`src/rtl/pc_unit_ras_pkg.sv`:
```
// pc_pkg: shared types and helpers for the program-counter unit.
//   npc_sel_e   - which source feeds the next PC.
//   npc_select  - resolves simultaneous control requests into one selection,
//                 highest priority first: stall, ret, call, taken branch, jmp,
//                 sequential.
package pc_pkg;

    typedef enum logic [2:0] {
        NPC_HOLD,
        NPC_SEQ,
        NPC_BR,
        NPC_JMP,
        NPC_CALL,
        NPC_RET
    } npc_sel_e;

    function automatic npc_sel_e npc_select(
        input logic stall,
        input logic ret,
        input logic call,
        input logic br_taken,
        input logic jmp
    );
        if (stall)         return NPC_HOLD;
        else if (ret)      return NPC_RET;
        else if (call)     return NPC_CALL;
        else if (br_taken) return NPC_BR;
        else if (jmp)      return NPC_JMP;
        else               return NPC_SEQ;
    endfunction

endpackage

```
`src/rtl/pc_unit_ras_stack.sv`:
```
// ras_stack: circular return-address stack.
// Ports:
//   clk, rst        - clock, synchronous active-high reset
//   push, pop       - push has priority if both are high (the caller never
//                     asserts both)
//   push_data       - address written on push
//   top             - most recently pushed entry (valid while count > 0)
//   count           - number of valid entries, saturates at RAS_DEPTH
//   overflow        - sticky: push while full (oldest entry overwritten)
//   underflow       - sticky: pop while empty (nothing changes)
// RAS_DEPTH must be a power of two >= 2 so the pointer wraps for free.
module ras_stack #(
    parameter int unsigned RAS_DEPTH = 8,
    parameter int unsigned ADDR_W    = 32
) (
    input  logic                         clk,
    input  logic                         rst,
    input  logic                         push,
    input  logic                         pop,
    input  logic [ADDR_W-1:0]            push_data,
    output logic [ADDR_W-1:0]            top,
    output logic [$clog2(RAS_DEPTH):0]   count,
    output logic                         overflow,
    output logic                         underflow
);
    import pc_pkg::*;

    localparam int unsigned PW = $clog2(RAS_DEPTH);
    localparam int unsigned CW = PW + 1;

    logic [ADDR_W-1:0] mem_q [RAS_DEPTH];
    logic [ADDR_W-1:0] mem_d [RAS_DEPTH];
    logic [PW-1:0]     ptr_q, ptr_d;
    logic [CW-1:0]     cnt_q, cnt_d;
    logic              ovf_q, ovf_d;
    logic              unf_q, unf_d;
    logic [PW-1:0]     ptr_m1;

    // The pointer addresses the next free slot; the top sits just below it.
    assign ptr_m1 = ptr_q - PW'(1);

    always_comb begin
        mem_d = mem_q;
        ptr_d = ptr_q;
        cnt_d = cnt_q;
        ovf_d = ovf_q;
        unf_d = unf_q;
        if (push) begin
            mem_d[ptr_q] = push_data;
            ptr_d        = ptr_q + PW'(1);
            if (cnt_q == CW'(RAS_DEPTH)) ovf_d = 1'b1;  // wrapped onto oldest
            else                          cnt_d = cnt_q + CW'(1);
        end else if (pop) begin
            if (cnt_q != '0) begin
                ptr_d = ptr_m1;
                cnt_d = cnt_q - CW'(1);
            end else begin
                unf_d = 1'b1;
            end
        end
    end

    // Entry contents need no reset; only the bookkeeping does.
    always_ff @(posedge clk) begin
        mem_q <= mem_d;
    end

    always_ff @(posedge clk) begin
        if (rst) begin
            ptr_q <= '0;
            cnt_q <= '0;
            ovf_q <= 1'b0;
            unf_q <= 1'b0;
        end else begin
            ptr_q <= ptr_d;
            cnt_q <= cnt_d;
            ovf_q <= ovf_d;
            unf_q <= unf_d;
        end
    end

    assign top       = mem_q[ptr_m1];
    assign count     = cnt_q;
    assign overflow  = ovf_q;
    assign underflow = unf_q;

endmodule

```
`src/rtl/pc_unit_ras.sv`:
```
// pc_unit_ras: fetch program counter with branch, jump and call/return via a
// circular return-address stack.
// Ports:
//   clk, rst, clr          - clock; rst and clr both reset synchronously
//   stall                  - hold PC and stack; requests this cycle are dropped
//   branch, zero, br_off   - PC-relative branch taken when branch & zero
//   jmp, call, tgt_addr    - absolute jump / jump-and-link to tgt_addr
//   ret                    - pop the stack into the PC
//   pc                     - registered fetch address
//   ras_count              - valid stack entries
//   ras_overflow/underflow - sticky stack error flags
module pc_unit_ras #(
    parameter int unsigned       ADDR_W     = 32,
    parameter int unsigned       INC        = 1,
    parameter logic [ADDR_W-1:0] RESET_ADDR = '0,
    parameter int unsigned       RAS_DEPTH  = 8
) (
    input  logic                        clk,
    input  logic                        rst,
    input  logic                        clr,
    input  logic                        stall,
    input  logic                        branch,
    input  logic                        zero,
    input  logic [ADDR_W-1:0]           br_off,
    input  logic                        jmp,
    input  logic                        call,
    input  logic                        ret,
    input  logic [ADDR_W-1:0]           tgt_addr,
    output logic [ADDR_W-1:0]           pc,
    output logic [$clog2(RAS_DEPTH):0]  ras_count,
    output logic                        ras_overflow,
    output logic                        ras_underflow
);
    import pc_pkg::*;

    logic [ADDR_W-1:0] pc_q, pc_d;
    logic [ADDR_W-1:0] pc_inc;
    logic [ADDR_W-1:0] ras_top;
    logic              ras_rst;
    npc_sel_e          sel;

    assign sel     = npc_select(stall, ret, call, branch & zero, jmp);
    assign pc_inc  = pc_q + ADDR_W'(INC);
    assign ras_rst = rst | clr;

    always_comb begin
        pc_d = pc_q;
        case (sel)
            NPC_HOLD: pc_d = pc_q;
            // An empty-stack return falls through to sequential fetch.
            NPC_RET:  pc_d = (ras_count != '0) ? ras_top : pc_inc;
            NPC_CALL: pc_d = tgt_addr;
            NPC_BR:   pc_d = pc_q + br_off;  // two's-complement wrap
            NPC_JMP:  pc_d = tgt_addr;
            default:  pc_d = pc_inc;
        endcase
    end

    always_ff @(posedge clk) begin
        if (rst || clr) pc_q <= RESET_ADDR;
        else            pc_q <= pc_d;
    end

    ras_stack #(
        .RAS_DEPTH (RAS_DEPTH),
        .ADDR_W    (ADDR_W)
    ) u_ras (
        .clk       (clk),
        .rst       (ras_rst),
        .push      (sel == NPC_CALL),
        .pop       (sel == NPC_RET),
        .push_data (pc_inc),
        .top       (ras_top),
        .count     (ras_count),
        .overflow  (ras_overflow),
        .underflow (ras_underflow)
    );

    assign pc = pc_q;

endmodule

```
`config.mk`:
```
export PLATFORM = sky130hd
export DESIGN_NAME = pc_unit_ras
export DESIGN_NICKNAME = d
export VERILOG_FILES = /design/src/rtl/pc_unit_ras_pkg.sv /design/src/rtl/pc_unit_ras_stack.sv /design/src/rtl/pc_unit_ras.sv
export SDC_FILE = /design/constraint.sdc
export NUM_CORES = 1
export LEC_CHECK = 0
export CORE_MARGIN = 2
export CORE_UTILIZATION = 59
export DETAILED_ROUTE_END_ITERATION = 10
export PLACE_DENSITY = 0.82
export SLEW_MARGIN = 20
export SYNTH_ARGS = -nofsm -noshare
export SYNTH_HDL_FRONTEND = slang
export SYNTH_SLANG_ARGS = --single-unit
```
`constraint.sdc`:
```
create_clock -name clk -period 5.66 [get_ports clk]
set_input_delay 1.415 -clock clk [delete_from_list [all_inputs] [get_ports clk]]
set_output_delay 1.415 -clock clk [all_outputs]
set_load 0.02 [all_outputs]
```
==> results.sh <==
export IMPL_grt_pass1_vias=9815
export IMPL_numCtsBuffers=29
export IMPL_setup_violations=0
export IMPL_drv_cap=0
export IMPL_antenna_found_initial=0
export IMPL_critPathBufInv=1
export IMPL_slew_viol_final=0
export IMPL_via_per_inst=6.67
export IMPL_io_buffers=110
export IMPL_fin_nets=1261
export IMPL_initialDrtViolationCount=1246
export IMPL_cts_num_sinks=297
export IMPL_grtUsageTotal_pct=30.7
export IMPL_finalCritPeriodShare_pct=75.9
export IMPL_fill_cells=1582
export IMPL_rsz0062_at_grt="no"
export IMPL_clockBufferDepth=3
export IMPL_critPathKind="input port to flop"
export IMPL_switchingPower_mw=1.16
export IMPL_synth_most_common_cell="edfxtp_1"
export IMPL_cp_top_family="compound AO/OA/AOI/OAI gates"
export IMPL_die_height_um=159
export IMPL_cp_max_fo=4
export IMPL_antennaDiodeCount=0
export IMPL_clk_pin_slew_ns=0.07
export IMPL_ctsHoldBuffers=0
export IMPL_swShare_pct=23.3
export IMPL_dr_total_vias=9947
export IMPL_fmax_ghz=0.233
export IMPL_die_w_um=159
export IMPL_cts_tree="built"
export IMPL_worstMarginPinSlew_ns=1.04
export IMPL_syn_nets=1143
export IMPL_drive_gt1_share_pct=14.0
export IMPL_multi_input_area_um2=5550
export IMPL_cp_required_ns=6.07
export IMPL_async_flop_share_pct=0
export IMPL_ys_top_cells_by_count="edfxtp_1 (256), nor2_1 (76), a21oi_1 (74), nand2_1 (66), mux4_2 (64)"
export IMPL_ir_drop_v=0.000263
export IMPL_clk_latency_ns=0.55
export IMPL_combinationalPowerShare_pct=10.9
export IMPL_ys_ff_latch=297
export IMPL_gp_congestion=0.926
export IMPL_place_ws_ns=0.896
export IMPL_seq_power_share_pct=48.8
export IMPL_root_buffer="clkbuf_16"
export IMPL_synth_top_area_cell="edfxtp_1"
export IMPL_num_rows=56
export IMPL_rrSetupSlack_ns=1.96
export IMPL_crit_chain="clkdlybuf4s50_1 > ha_1 > fa_1 > a21oi_1 > o211ai_2 > a211oi_2 > o31a_2 > o31ai_4 > a211oi_1 > o21bai_1 > mux2i_1 > o211ai_1"
export IMPL_ant_nets=0
export IMPL_place_inst=1437
export IMPL_syn_area_um2=14200
export IMPL_powerDensity_nw_per_um2=296
export IMPL_ys_top_cells_by_area="edfxtp_1 (54%), mux4_2 (10%), dfxtp_1 (5.8%), ha_1 (3.2%), a21oi_1 (2.6%)"
export IMPL_cp_slowest_stage_delay_ns=0.44
export IMPL_power_mw=4.97
export IMPL_grt_max_degree=50
export IMPL_hold_class="flop to flop"
export IMPL_dieArea_um2=25300
export IMPL_grt_ovfl_total=0
export IMPL_initial_utilization_pct=60.4
export IMPL_area_delta_synth_final_pct=18.1
export IMPL_io_pins=111
export IMPL_crit_slowest_cell="fa_1"
export IMPL_finalHoldViolCount=0
export IMPL_slew_headroom_pct=30.4
export IMPL_holdWs_ns=0.486
export IMPL_wirelength_um=39200
export IMPL_drc=0
export IMPL_post_cts_buffers=0
export IMPL_grt_pass1_wl_um=59000
export IMPL_leakage_nw=5.87
export IMPL_fin_skew_ns=0.0159
export IMPL_regArea_um2=8510
export IMPL_first_pass_iters=6
export IMPL_status="complete, no violations"
export IMPL_layout_min_cycle_time_ns=4.30
export IMPL_ys_warn_count=0
export IMPL_cts_resized=0
export IMPL_synth_top_flop_cell="edfxtp_1"
export IMPL_worstSetupEndpointType="flop"
export IMPL_fin_ws_ns=1.36
export IMPL_wire_per_inst_um=26.3
export IMPL_syn_inst=1032
export IMPL_synth_cell_types=62
export IMPL_ys_seq_area_share_pct=59.9
export IMPL_arrival_ns=4.71
export IMPL_startpoint_type="input port"
export IMPL_clkPwrFrac_pct=40.3
export IMPL_synth_edf_count=256
export IMPL_htreeDepth=1
export IMPL_avgSynthCellArea_um2=13.8
export IMPL_dp_hpwl_um=25500
export IMPL_instances_no_fill=1491
export IMPL_synth_top_area_share_pct=54.1
export IMPL_core_um2=23500
export IMPL_tns_ns=0
export IMPL_internal_power_mw=3.81
==> sequential cells by signal, indices dropped and copies added (netlist names) <==
signal	flops
u_ras.overflow	1
pc	32
u_ras.ptr_q	3
u_ras.count	4
u_ras.mem_q	256
u_ras.underflow	1
==> path summary, 6_finish.rpt <==
| check | from | endpoint | depth (start not counted) |
|---|---|---|---|
| worst min register to register | u_ras.overflow$_SDFFE_PP0P_ | u_ras.overflow$_SDFFE_PP0P_ | 1 |
| worst max register to register | u_ras.ptr_q[0]$_SDFFE_PP0P_ | pc[30]$_SDFFE_PP0P_ | 9 |
| worst min-delay path | u_ras.overflow$_SDFFE_PP0P_ | u_ras.overflow$_SDFFE_PP0P_ | 1 |
| worst max-delay path | br_off[0] | pc[28]$_SDFFE_PP0P_ | 12 |
==> power groups by stage <==
| stage | logic, mW | clock network, mW | registers, mW |
|---|---|---|---|
| CTS | 0.533 | 2.02 | 2.43 |
| finish | 0.541 | 2.00 | 2.43 |
| detailed placement | 0.525 | 0 | 2.47 |
| global route | 0.576 | 2.10 | 2.43 |
| floorplan | 0.321 | 0 | 2.47 |
| global placement | 0.515 | 0 | 2.47 |
==> worst reg2reg max path: stages (launching register included) <==
cell and delay [ns]:
dfxtp_4 0.64, inv_1 0.20, ha_2 1.07, buf_4 0.50, mux4_2 0.39, mux2i_1 0.19
o21ai_0 0.15, a21oi_1 0.19, and3_1 0.19, o41ai_2 0.07
==> stage by stage <==
step	area (µm²)	util [%]
2_1_floorplan	14200	-
3_3_place_gp	15800	67.1
3_5_place_dp	15800	67.1
4_1_cts	16800	71.3
5_1_grt	16800	71.3
6_report	16800	71.3
==> layout by cell type (no fill, tap or decap), types with 19 or more instances in the layout <==
cell type        count
clkdlybuf4s50_1    109
nand3_1             30
nor2_1              69
xor2_1              21
mux2i_1             36
dfxtp_1             40
mux4_2              64
xnor2_1             36
buf_4               25
o21ai_0             62
a221oi_1            19
edfxtp_1           256
ha_1                35
nand2_1             66
a21oi_1             74
clkbuf_16           29
==> routing by layer <==
metal  GRT usage, %  up-vias  share of wire (%)
li1               -     4313                  -
met1           42.3     4909                 38
met2           50.6      649                 49
met3           5.68       76                 10
met4           9.30        0                2.6
met5              0        -                  0
==> logic make-up (layout without fill, tap and decap cells) <==
family | count (synthesis) | after routing | share of synthesized area [%]
DFF | 297 | 297 | 59.9
and+or+nand+nor | 242 | 242 | 8.10
AOI/OAI and AO/OA | 233 | 233 | 10.5
muxes | 101 | 101 | 12.8
buffers and inverters | 63 | 203 | 1.74
xor gates and xnor gates | 58 | 58 | 3.58
adders and majority gates | 38 | 38 | 3.45
==> area by class of cell <==
type | count | share of cell area [%]
timing repair buffer | 136 | 7.71
clock inverter | 19 | 1.30
sequential | 297 | 50.7
clock buffer | 34 | 4.55
multi-input combinational | 672 | 33.0
tap | 319 | 2.38
inverter | 14 | 0.313
Power figures use the tool's default switching activity.
